<file path="config.mk">
export PLATFORM = sky130hd
export DESIGN_NAME = mem_port_arbiter_flat
export DESIGN_NICKNAME = d
export VERILOG_FILES = /design/src/rtl/mem_port_arbiter_if.sv /design/src/rtl/mem_port_arbiter.sv /design/src/flat_wrapper.sv
export SDC_FILE = /design/constraint.sdc
export NUM_CORES = 1
export LEC_CHECK = 0
export ABC_AREA = 0
export BUFFER_PORTS_ARGS = -buffer_cell sky130_fd_sc_hd__buf_2
export CORE_MARGIN = 2
export CORE_UTILIZATION = 30
export DETAILED_ROUTE_END_ITERATION = 8
export GPL_TIMING_DRIVEN = 0
export MAX_ROUTING_LAYER = met4
export SLEW_MARGIN = 20
export SYNTH_ARGS = -nofsm -noshare
export SYNTH_HDL_FRONTEND = slang
export SYNTH_SLANG_ARGS = --single-unit
</file>
<file path="constraint.sdc">
create_clock -name clk -period 1.4 [get_ports clk]
set_input_delay 0.21 -clock clk [delete_from_list [all_inputs] [get_ports clk]]
set_output_delay 0.21 -clock clk [all_outputs]
set_load 0.1 [all_outputs]
</file>
<file path="src/rtl/mem_port_arbiter_if.sv">
// Request/response bundle between the two RAM requesters, the arbiter and the RAM macro.
// slave: arbiter side. master: requester/RAM side.
interface mem_port_arbiter_if #(
  parameter int ADDR_W = 9,
  parameter int DATA_W = 32
);
  logic              cpu_req;
  logic              cpu_we;
  logic [ADDR_W-1:0] cpu_addr;
  logic [DATA_W-1:0] cpu_wdata;
  logic [DATA_W-1:0] cpu_rdata;
  logic              cpu_done;

  logic              ldr_req;
  logic              ldr_we;
  logic [ADDR_W-1:0] ldr_addr;
  logic [DATA_W-1:0] ldr_wdata;
  logic [DATA_W-1:0] ldr_rdata;
  logic              ldr_done;

  logic [ADDR_W-1:0] ram_addr;
  logic [DATA_W-1:0] ram_wdata;
  logic              ram_we;
  logic              ram_re;
  logic [DATA_W-1:0] ram_rdata;

  modport slave (
    input  cpu_req, cpu_we, cpu_addr, cpu_wdata,
    output cpu_rdata, cpu_done,
    input  ldr_req, ldr_we, ldr_addr, ldr_wdata,
    output ldr_rdata, ldr_done,
    output ram_addr, ram_wdata, ram_we, ram_re,
    input  ram_rdata
  );

  modport master (
    output cpu_req, cpu_we, cpu_addr, cpu_wdata,
    input  cpu_rdata, cpu_done,
    output ldr_req, ldr_we, ldr_addr, ldr_wdata,
    input  ldr_rdata, ldr_done,
    input  ram_addr, ram_wdata, ram_we, ram_re,
    output ram_rdata
  );
endinterface

</file>
<file path="src/rtl/mem_port_arbiter.sv">
// Shares a single-port synchronous RAM between the CPU control unit and the loader port.
// Ports: clk, Reset (sync, active-high), port (mem_port_arbiter_if.slave: cpu_*, ldr_*, ram_*),
//        busy (state != IDLE), grant_id (0 = CPU, 1 = loader; current/most recent owner).
// MEM_ARB_RR_EN defined: round-robin on ties; undefined: CPU wins ties.
module mem_port_arbiter #(
  parameter int ADDR_W  = 9,
  parameter int DATA_W  = 32,
  parameter int RAM_LAT = 1
) (
  input  logic                 clk,
  input  logic                 Reset,
  mem_port_arbiter_if.slave    port,
  output logic                 busy,
  output logic                 grant_id
);

  typedef enum logic [1:0] {
    IDLE,
    ISSUE,
    WAIT,
    DONE
  } state_t;

  state_t            state_q, state_d;
  logic [2:0]        lat_q, lat_d;
  logic              grant_q, grant_d;
  logic              we_q, we_d;
  logic [ADDR_W-1:0] addr_q, addr_d;
  logic [DATA_W-1:0] wdata_q, wdata_d;
  logic [DATA_W-1:0] cpu_rdata_q, cpu_rdata_d;
  logic [DATA_W-1:0] ldr_rdata_q, ldr_rdata_d;
  logic              pick_ldr;
`ifdef MEM_ARB_RR_EN
  logic              last_grant_q, last_grant_d;
`endif

  always_comb begin
    state_d     = state_q;
    lat_d       = lat_q;
    grant_d     = grant_q;
    we_d        = we_q;
    addr_d      = addr_q;
    wdata_d     = wdata_q;
    cpu_rdata_d = cpu_rdata_q;
    ldr_rdata_d = ldr_rdata_q;
    pick_ldr    = 1'b0;
`ifdef MEM_ARB_RR_EN
    last_grant_d = last_grant_q;
`endif
    case (state_q)
      IDLE: begin
        if (port.cpu_req || port.ldr_req) begin
`ifdef MEM_ARB_RR_EN
          if (port.cpu_req && port.ldr_req) pick_ldr = ~last_grant_q;
          else                              pick_ldr = port.ldr_req;
          last_grant_d = pick_ldr;
`else
          pick_ldr = ~port.cpu_req;
`endif
          grant_d = pick_ldr;
          we_d    = pick_ldr ? port.ldr_we    : port.cpu_we;
          addr_d  = pick_ldr ? port.ldr_addr  : port.cpu_addr;
          wdata_d = pick_ldr ? port.ldr_wdata : port.cpu_wdata;
          state_d = ISSUE;
        end
      end
      ISSUE: begin
        if (we_q) begin
          state_d = DONE;
        end else begin
          lat_d   = 3'(RAM_LAT);
          state_d = WAIT;
        end
      end
      WAIT: begin
        lat_d = lat_q - 3'd1;
        // ram_rdata is valid in the last WAIT cycle, so the owner's register updates with done.
        if (lat_q == 3'd1) begin
          if (grant_q) ldr_rdata_d = port.ram_rdata;
          else         cpu_rdata_d = port.ram_rdata;
          state_d = DONE;
        end
      end
      DONE:    state_d = IDLE;
      default: state_d = IDLE;
    endcase
  end

  always_ff @(posedge clk) begin
    if (Reset) begin
      state_q     <= IDLE;
      lat_q       <= '0;
      grant_q     <= 1'b0;
      we_q        <= 1'b0;
      addr_q      <= '0;
      wdata_q     <= '0;
      cpu_rdata_q <= '0;
      ldr_rdata_q <= '0;
`ifdef MEM_ARB_RR_EN
      last_grant_q <= 1'b1;
`endif
    end else begin
      state_q     <= state_d;
      lat_q       <= lat_d;
      grant_q     <= grant_d;
      we_q        <= we_d;
      addr_q      <= addr_d;
      wdata_q     <= wdata_d;
      cpu_rdata_q <= cpu_rdata_d;
      ldr_rdata_q <= ldr_rdata_d;
`ifdef MEM_ARB_RR_EN
      last_grant_q <= last_grant_d;
`endif
    end
  end

  assign port.ram_addr  = addr_q;
  assign port.ram_wdata = wdata_q;
  assign port.ram_we    = (state_q == ISSUE) &&  we_q;
  assign port.ram_re    = (state_q == ISSUE) && !we_q;
  assign port.cpu_done  = (state_q == DONE) && !grant_q;
  assign port.ldr_done  = (state_q == DONE) &&  grant_q;
  assign port.cpu_rdata = cpu_rdata_q;
  assign port.ldr_rdata = ldr_rdata_q;
  assign busy           = (state_q != IDLE);
  assign grant_id       = grant_q;

endmodule

</file>
<file path="src/flat_wrapper.sv">
// flat-port wrapper written by rule: the top's interface ports become plain ports
module mem_port_arbiter_flat 
#(
  parameter int ADDR_W  = 9,
  parameter int DATA_W  = 32,
  parameter int RAM_LAT = 1
)
  (clk, Reset, busy, grant_id, port_cpu_req, port_cpu_we, port_cpu_addr, port_cpu_wdata, port_cpu_rdata, port_cpu_done, port_ldr_req, port_ldr_we, port_ldr_addr, port_ldr_wdata, port_ldr_rdata, port_ldr_done, port_ram_addr, port_ram_wdata, port_ram_we, port_ram_re, port_ram_rdata);
  mem_port_arbiter_if #(.ADDR_W(ADDR_W), .DATA_W(DATA_W)) port_i ();
  input  logic clk;
  input  logic Reset;
  output logic busy;
  output logic grant_id;
  input wire logic [$bits(port_i.cpu_req)-1:0] port_cpu_req;
  input wire logic [$bits(port_i.cpu_we)-1:0] port_cpu_we;
  input wire logic [$bits(port_i.cpu_addr)-1:0] port_cpu_addr;
  input wire logic [$bits(port_i.cpu_wdata)-1:0] port_cpu_wdata;
  output wire logic [$bits(port_i.cpu_rdata)-1:0] port_cpu_rdata;
  output wire logic [$bits(port_i.cpu_done)-1:0] port_cpu_done;
  input wire logic [$bits(port_i.ldr_req)-1:0] port_ldr_req;
  input wire logic [$bits(port_i.ldr_we)-1:0] port_ldr_we;
  input wire logic [$bits(port_i.ldr_addr)-1:0] port_ldr_addr;
  input wire logic [$bits(port_i.ldr_wdata)-1:0] port_ldr_wdata;
  output wire logic [$bits(port_i.ldr_rdata)-1:0] port_ldr_rdata;
  output wire logic [$bits(port_i.ldr_done)-1:0] port_ldr_done;
  output wire logic [$bits(port_i.ram_addr)-1:0] port_ram_addr;
  output wire logic [$bits(port_i.ram_wdata)-1:0] port_ram_wdata;
  output wire logic [$bits(port_i.ram_we)-1:0] port_ram_we;
  output wire logic [$bits(port_i.ram_re)-1:0] port_ram_re;
  input wire logic [$bits(port_i.ram_rdata)-1:0] port_ram_rdata;
  assign port_i.cpu_req = port_cpu_req;
  assign port_i.cpu_we = port_cpu_we;
  assign port_i.cpu_addr = port_cpu_addr;
  assign port_i.cpu_wdata = port_cpu_wdata;
  assign port_cpu_rdata = port_i.cpu_rdata;
  assign port_cpu_done = port_i.cpu_done;
  assign port_i.ldr_req = port_ldr_req;
  assign port_i.ldr_we = port_ldr_we;
  assign port_i.ldr_addr = port_ldr_addr;
  assign port_i.ldr_wdata = port_ldr_wdata;
  assign port_ldr_rdata = port_i.ldr_rdata;
  assign port_ldr_done = port_i.ldr_done;
  assign port_ram_addr = port_i.ram_addr;
  assign port_ram_wdata = port_i.ram_wdata;
  assign port_ram_we = port_i.ram_we;
  assign port_ram_re = port_i.ram_re;
  assign port_i.ram_rdata = port_ram_rdata;
  mem_port_arbiter #(.ADDR_W(ADDR_W), .DATA_W(DATA_W), .RAM_LAT(RAM_LAT)) u_core (.clk(clk), .Reset(Reset), .port(port_i), .busy(busy), .grant_id(grant_id));
endmodule
</file>
## Yosys cells after proc, flatten, opt, wreduce, memory -nomap -nowiden

Index checks and enable logic that the tools add are counted.

| word-level totals | value |
|---|---|
| register bits after elaboration | 112 |
| logic and storage cells | 42 |

| operators by class | value |
|---|---|
| mux-type cells | 9 |
| bitwise operators | 2 |
| reduce and logical (&&, ||, !) cells | 15 |
| $add $sub $neg | 1 |
| eq/ne operators | 7 |

Operators with widths:

| cell | count |
|---|---|
| $mux 32 | 1 |
| $mux 9 | 1 |
| $pmux 2 s4 | 1 |
| $pmux 3 s2 | 1 |
| $reduce_and 2->1 | 3 |
| $reduce_and 3->1 | 2 |
| $eq 2x2->1 const B | 2 |
| $logic_and 1x1->1 | 4 |
| $mux 2 | 2 |
| $ne 2x1->1 const B | 2 |
| $reduce_bool 2->1 | 2 |
| $eq 3x1->1 const B | 1 |
| $mux 3 | 1 |
| $sub 3x1->3 const B | 1 |
| $eq 2x1->1 const B | 1 |
| $logic_not 1->1 | 2 |
| $logic_not 2->1 | 1 |
| $mux 1 | 2 |
| $ne 2x2->1 const B | 1 |
| $not 1->1 | 2 |
| $logic_or 1x1->1 | 1 |

## Longest topological paths before layout

| logic depth | value |
|---|---|
| word-level depth | 3 |
| depth in mapped cells | 8 |
| mapped depth without buffers | 6 |

## Least setup slack after synthesis

No wires, ideal clock.

| timing | value |
|---|---|
| kind | register to output |
| start point | register u_core.grant_q, in the netlist u_core.grant_id |
| end point | output port_cpu_done |
| buffers on the path | 0 |
| data arrival time | 2.166 ns |
| slack | -0.976 ns |
| cell stages (with the launch flop) | 2 |
| path through | dfxtp_1 -> nor2b_1 |

| between the ends | value |
|---|---|
| cells in the longest elaborated chain, start to end | 2 |

RTL lines:

| what | RTL line | text |
|---|---|---|
| from (decl) | mem_port_arbiter.sv:26 | `logic grant_q, grant_d;` |
| from (signal assigned) | mem_port_arbiter.sv:105 | `grant_q <= grant_d;` |
| $logic_not 1->1 | mem_port_arbiter.sv:121 | `assign port.cpu_done = (state_q == DONE) && !grant_q;` |
| $logic_and 1x1->1 | mem_port_arbiter.sv:121 |  |
| to (decl) | flat_wrapper.sv:19 | `output wire logic [$bits(port_i.cpu_done)-1:0] port_cpu_done;` |

Every way passes these cells.

## Worst setup path in the final report

| timing | value |
|---|---|
| start point | register u_core.state_q[1] |
| end point | output port_ram_we |

| between the ends | value |
|---|---|
| cells in the longest elaborated chain, start to end | 2 |

RTL lines:

| what | RTL line | text |
|---|---|---|
| from (decl) | mem_port_arbiter.sv:24 | `state_t state_q, state_d;` |
| from (signal assigned) | mem_port_arbiter.sv:103 | `state_q <= state_d;` |
| $eq 2x1->1 | mem_port_arbiter.sv:119 | `assign port.ram_we = (state_q == ISSUE) && we_q;` |
| $logic_and 1x1->1 | mem_port_arbiter.sv:119 |  |
| to (decl) | flat_wrapper.sv:28 | `output wire logic [$bits(port_i.ram_we)-1:0] port_ram_we;` |

Every way passes these cells.

==> metrics.md <==
| Metric | Value |
|---|---|
| Yosys top cell area share | 0.473 |
| Sw Ratio | 0.504 |
| Crit share post-route | 1.09 |
| Worst-margin pin slew | 772 ps |
| Wire per inst | roughly 15 um |
| Post-layout util | 0.483 |
| Core Area | 15300 um2 |
| Grt total ovfl | 0 |
| HPWL Detailed | roughly 11000 um |
| Failing checks | setup timing |
| Total power | about 0.015 W |
| Main synth FF type | dfxtp_1 |
| Clock H-tree levels | 3 |
| Design area | approximately 7400 um2 |
| Worst setup EP type | output port |
| Clock transition at path regs | ~70 ps |
| DRC errors left | 0 |
| Final Worst Setup Slack | -128 ps |
| # diodes | 0 |
| Layout Skew | 7.96 ps |
| Crit-path max FO | 5 |
| TritonCTS buffer count | 9 |
| Maximum VDD drop | 909 uV |
| First-pass GRT wire length | 22100 um |
| Switch Pwr | about 0.0076 W |
| Synth Area in Simple Gates | 0.164 |
| Fraction of layout cells with a size suffix above 1 | 0.543 |
| Die Wd | roughly 130 um |
| Clk_lat worst skew | 350 ps |
| Max Clk Rate | around 650 MHz |
| Hold Buf Count CTS | 0 |
| Max-slew headroom | 0.486 |
| Share of power burned in registers | 0.277 |
| Portion of netlist area occupied by mux cells | 0.0908 |
| Die Span Y | approximately 130 um |
| Root Driver | clkbuf_16 |
| Synth Area in Adders | 0.0185 |
| Status | finished, violations left |
| Pre-Repair DR Iteration Count | 4 |
| Placed Area | between 6000 and 7000 um2 |
| Pins Over Slew Limit | 0 |
| Internal | between 0.007 and 0.008 W |
| Post-synth top area cell | dfxtp_1 |
| Netlist cell types | 31 |
| Initial Util | 0.310 |
| Synthesized netlist net count | roughly 650 |
| Reg2Reg Depth | 7 |
| Number of core rows | 45 |
| Reg2reg setup slack | -120 ps |
| Number of I/O port buffers | approximately 230 |
| WS Path Type | reg -> out |
| Largest net degree at the start of global routing | 18 |
| Hold Path Class | in -> reg |
| Gr usage total | 0.177 |
| Syn Area/Cell | 9.14 um2 |
| Post-layout min period | roughly 1500 ps |
| Post-synthesis compound-gate area fraction | 0.195 |
| Vias in the first global route | around 4300 |
| Clk pwr share | 0.177 |
| Crit path arrival time | approximately 1300 ps |
| RSZ-0062 raised after global routing | true |
| Top cells by area, synth | dfxtp_1 (47%), a211oi_2 (11%), nand2_1 (10%), mux2i_1 (9.1%), a21oi_1 (7.1%) |
| Vias | around 4600 |
| Max Cap Violations | 0 |
| DRT antenna net count | 0 |
| Sink Count | approximately 110 |
| Most frequent cells after synthesis | nand2_1 (129), dfxtp_1 (112), a21oi_1 (67), mux2i_1 (43), nor2_1 (43) |
| Post-Synth XOR/XNOR Area | 0 |
| Area of the die | roughly 17000 um2 |
| Final GP Congestion | 0.753 |
| Most frequent cell after synthesis | nand2_1 |
| Lkg Pwr | around 3.3 nW |
| Iter 0 DRT Violations | 134 |
| Final WL | between 15000 and 20000 um |
| P&R area growth vs syn | 55.8% |
| Required time worst endpoint | 1190 ps |
| Final setup fails | 68 |
| Power per Cell Area | between 2000 and 2500 nW/um2 |
| Final TNS setup | -6000 ps |
| Max clock buf depth | 2 |
| Combinational Power Share | 0.547 |
| Synthesized cell area | ~4700 um2 |
| Synth warnings | 0 |
| Initial antenna violation count | 0 |
| Critical Path Source Type | flop |
| Asr flop ratio synth | 0 |
| Cells after Synth | a little over 500 |
| Nets@finish | a little over 900 |
| Sequential share of the synthesized area | 0.473 |
| Final Hold Viols | 0 |
| Post-synth EDFFs | 0 |
| I/O pin cnt | between 200 and 250 |
| CTS tree | done |
| FF+latch count, synth | 112 |
| Vias per cell | ~4.6 |
| Main combinational cell family by area after synthesis | compound AO/OA/AOI/OAI gates |
| Hold Crit Depth | 3 |
## placed cells by master, fill, tap and decap left out, drive strengths merged
cell type	instances
and4bb	1
buf	277
a211oi	43
nand4b	1
and4b	1
dfxtp	112
inv	4
nand3b	1
a311oi	1
clkinv	3
a21o	1
o21a	2
ha	7
mux2i	43
nand4bb	1
nor2b	5
nand2b	5
o21ai	3
nor3b	1
nor2	43
nand2	129
clkbuf	27
a2111oi	2
a21oi	67
bufinv	1
and2	1
clkinvlp	2
nor3	1
## cell type report
| type | count | area, um2 |
|---|---|---|
| Tap cell | 211 | 264 |
| Clock inverter | 4 | 52.6 |
| Clock buffer | 12 | 256 |
| Sequential cell | 112 | 2250 |
| Multi-Input combinational cell | 359 | 2640 |
| Inverter | 6 | 37.5 |
| Buffer | 40 | 372 |
| Fill cell | 1519 | 7930 |
| Timing Repair Buffer | 252 | 1510 |
## what timing repair did
| item | 4_1_cts | 5_1_grt |
|---|---|---|
| resized for setup | 60 | 100 |
| cloned | 4 | 5 |
| endpoints found under the setup margin | 115 | 100 |
| buffers inserted | 12 | 2 |
| pin swaps | 5 | 55 |
## critical path, cell delays in order (launching register included)
cell	delay, ps
dfxtp_4	380
inv_4	50
ha_4	170
nand2_4	70
clkinvlp_4	110
buf_12	180
## power by group through the flow
| stage | logic [W] | clock network [W] | registers [W] |
|---|---|---|---|
| 3_3_place_gp | 0.00724 | 0 | 0.00420 |
| 5_1_grt | 0.00861 | 0.00286 | 0.00424 |
| 2_1_floorplan | 0.00228 | 0 | 0.00793 |
| 3_5_place_dp | 0.00726 | 0 | 0.00422 |
| 4_1_cts | 0.00782 | 0.00275 | 0.00416 |
| 6_report | 0.00824 | 0.00266 | 0.00417 |
## registers in the layout, summed over array words and instances, names as in the netlist
| name | count |
|---|---|
| u_core.port.ldr_rdata | 32 |
| u_core.lat_q | 3 |
| u_core.state_q | 2 |
| u_core.port.cpu_rdata | 32 |
| u_core.we_q | 1 |
| u_core.grant_id | 1 |
| u_core.port.ram_wdata | 32 |
| u_core.port.ram_addr | 9 |
## worst paths after layout
| check | startpoint | to |
|---|---|---|
| setup / recovery | u_core.state_q[1] | port_ram_we |
| hold / removal | port_ram_rdata[23] | u_core.port.cpu_rdata[23] |
| setup reg to reg | u_core.state_q[1] | u_core.port.cpu_rdata[8] |
| hold reg to reg | u_core.port.cpu_rdata[23] | u_core.port.cpu_rdata[23] |
## layer usage
layer / vias to the layer above / share of wire / GRT usage
li1: 2290 / - / -
met1: 2097 / 0.42 / 0.201
met2: 171 / 0.50 / 0.309
met3: 14 / 0.074 / 0.0398
met4: 0 / 0.014 / 0.0576
met5: - / 0 / -
## cell families (layout without fill, tap and decap cells)
family	count (synthesis)	in the layout
buf+inv	48	314
compound gates	119	119
fa+ha+maj	7	7
flops	112	112
simple gates	190	190
mux	43	43
## per-stage QoR
step	hold WS, ps	worst slack [ps]	cells
2_1_floorplan	346	-266	519
6_report	105	-128	996
3_5_place_dp	444	-274	959
3_3_place_gp	439	-262	959
4_1_cts	88.4	-124	989
5_1_grt	99.4	-186	996
(Power assumes the default switching activity.)
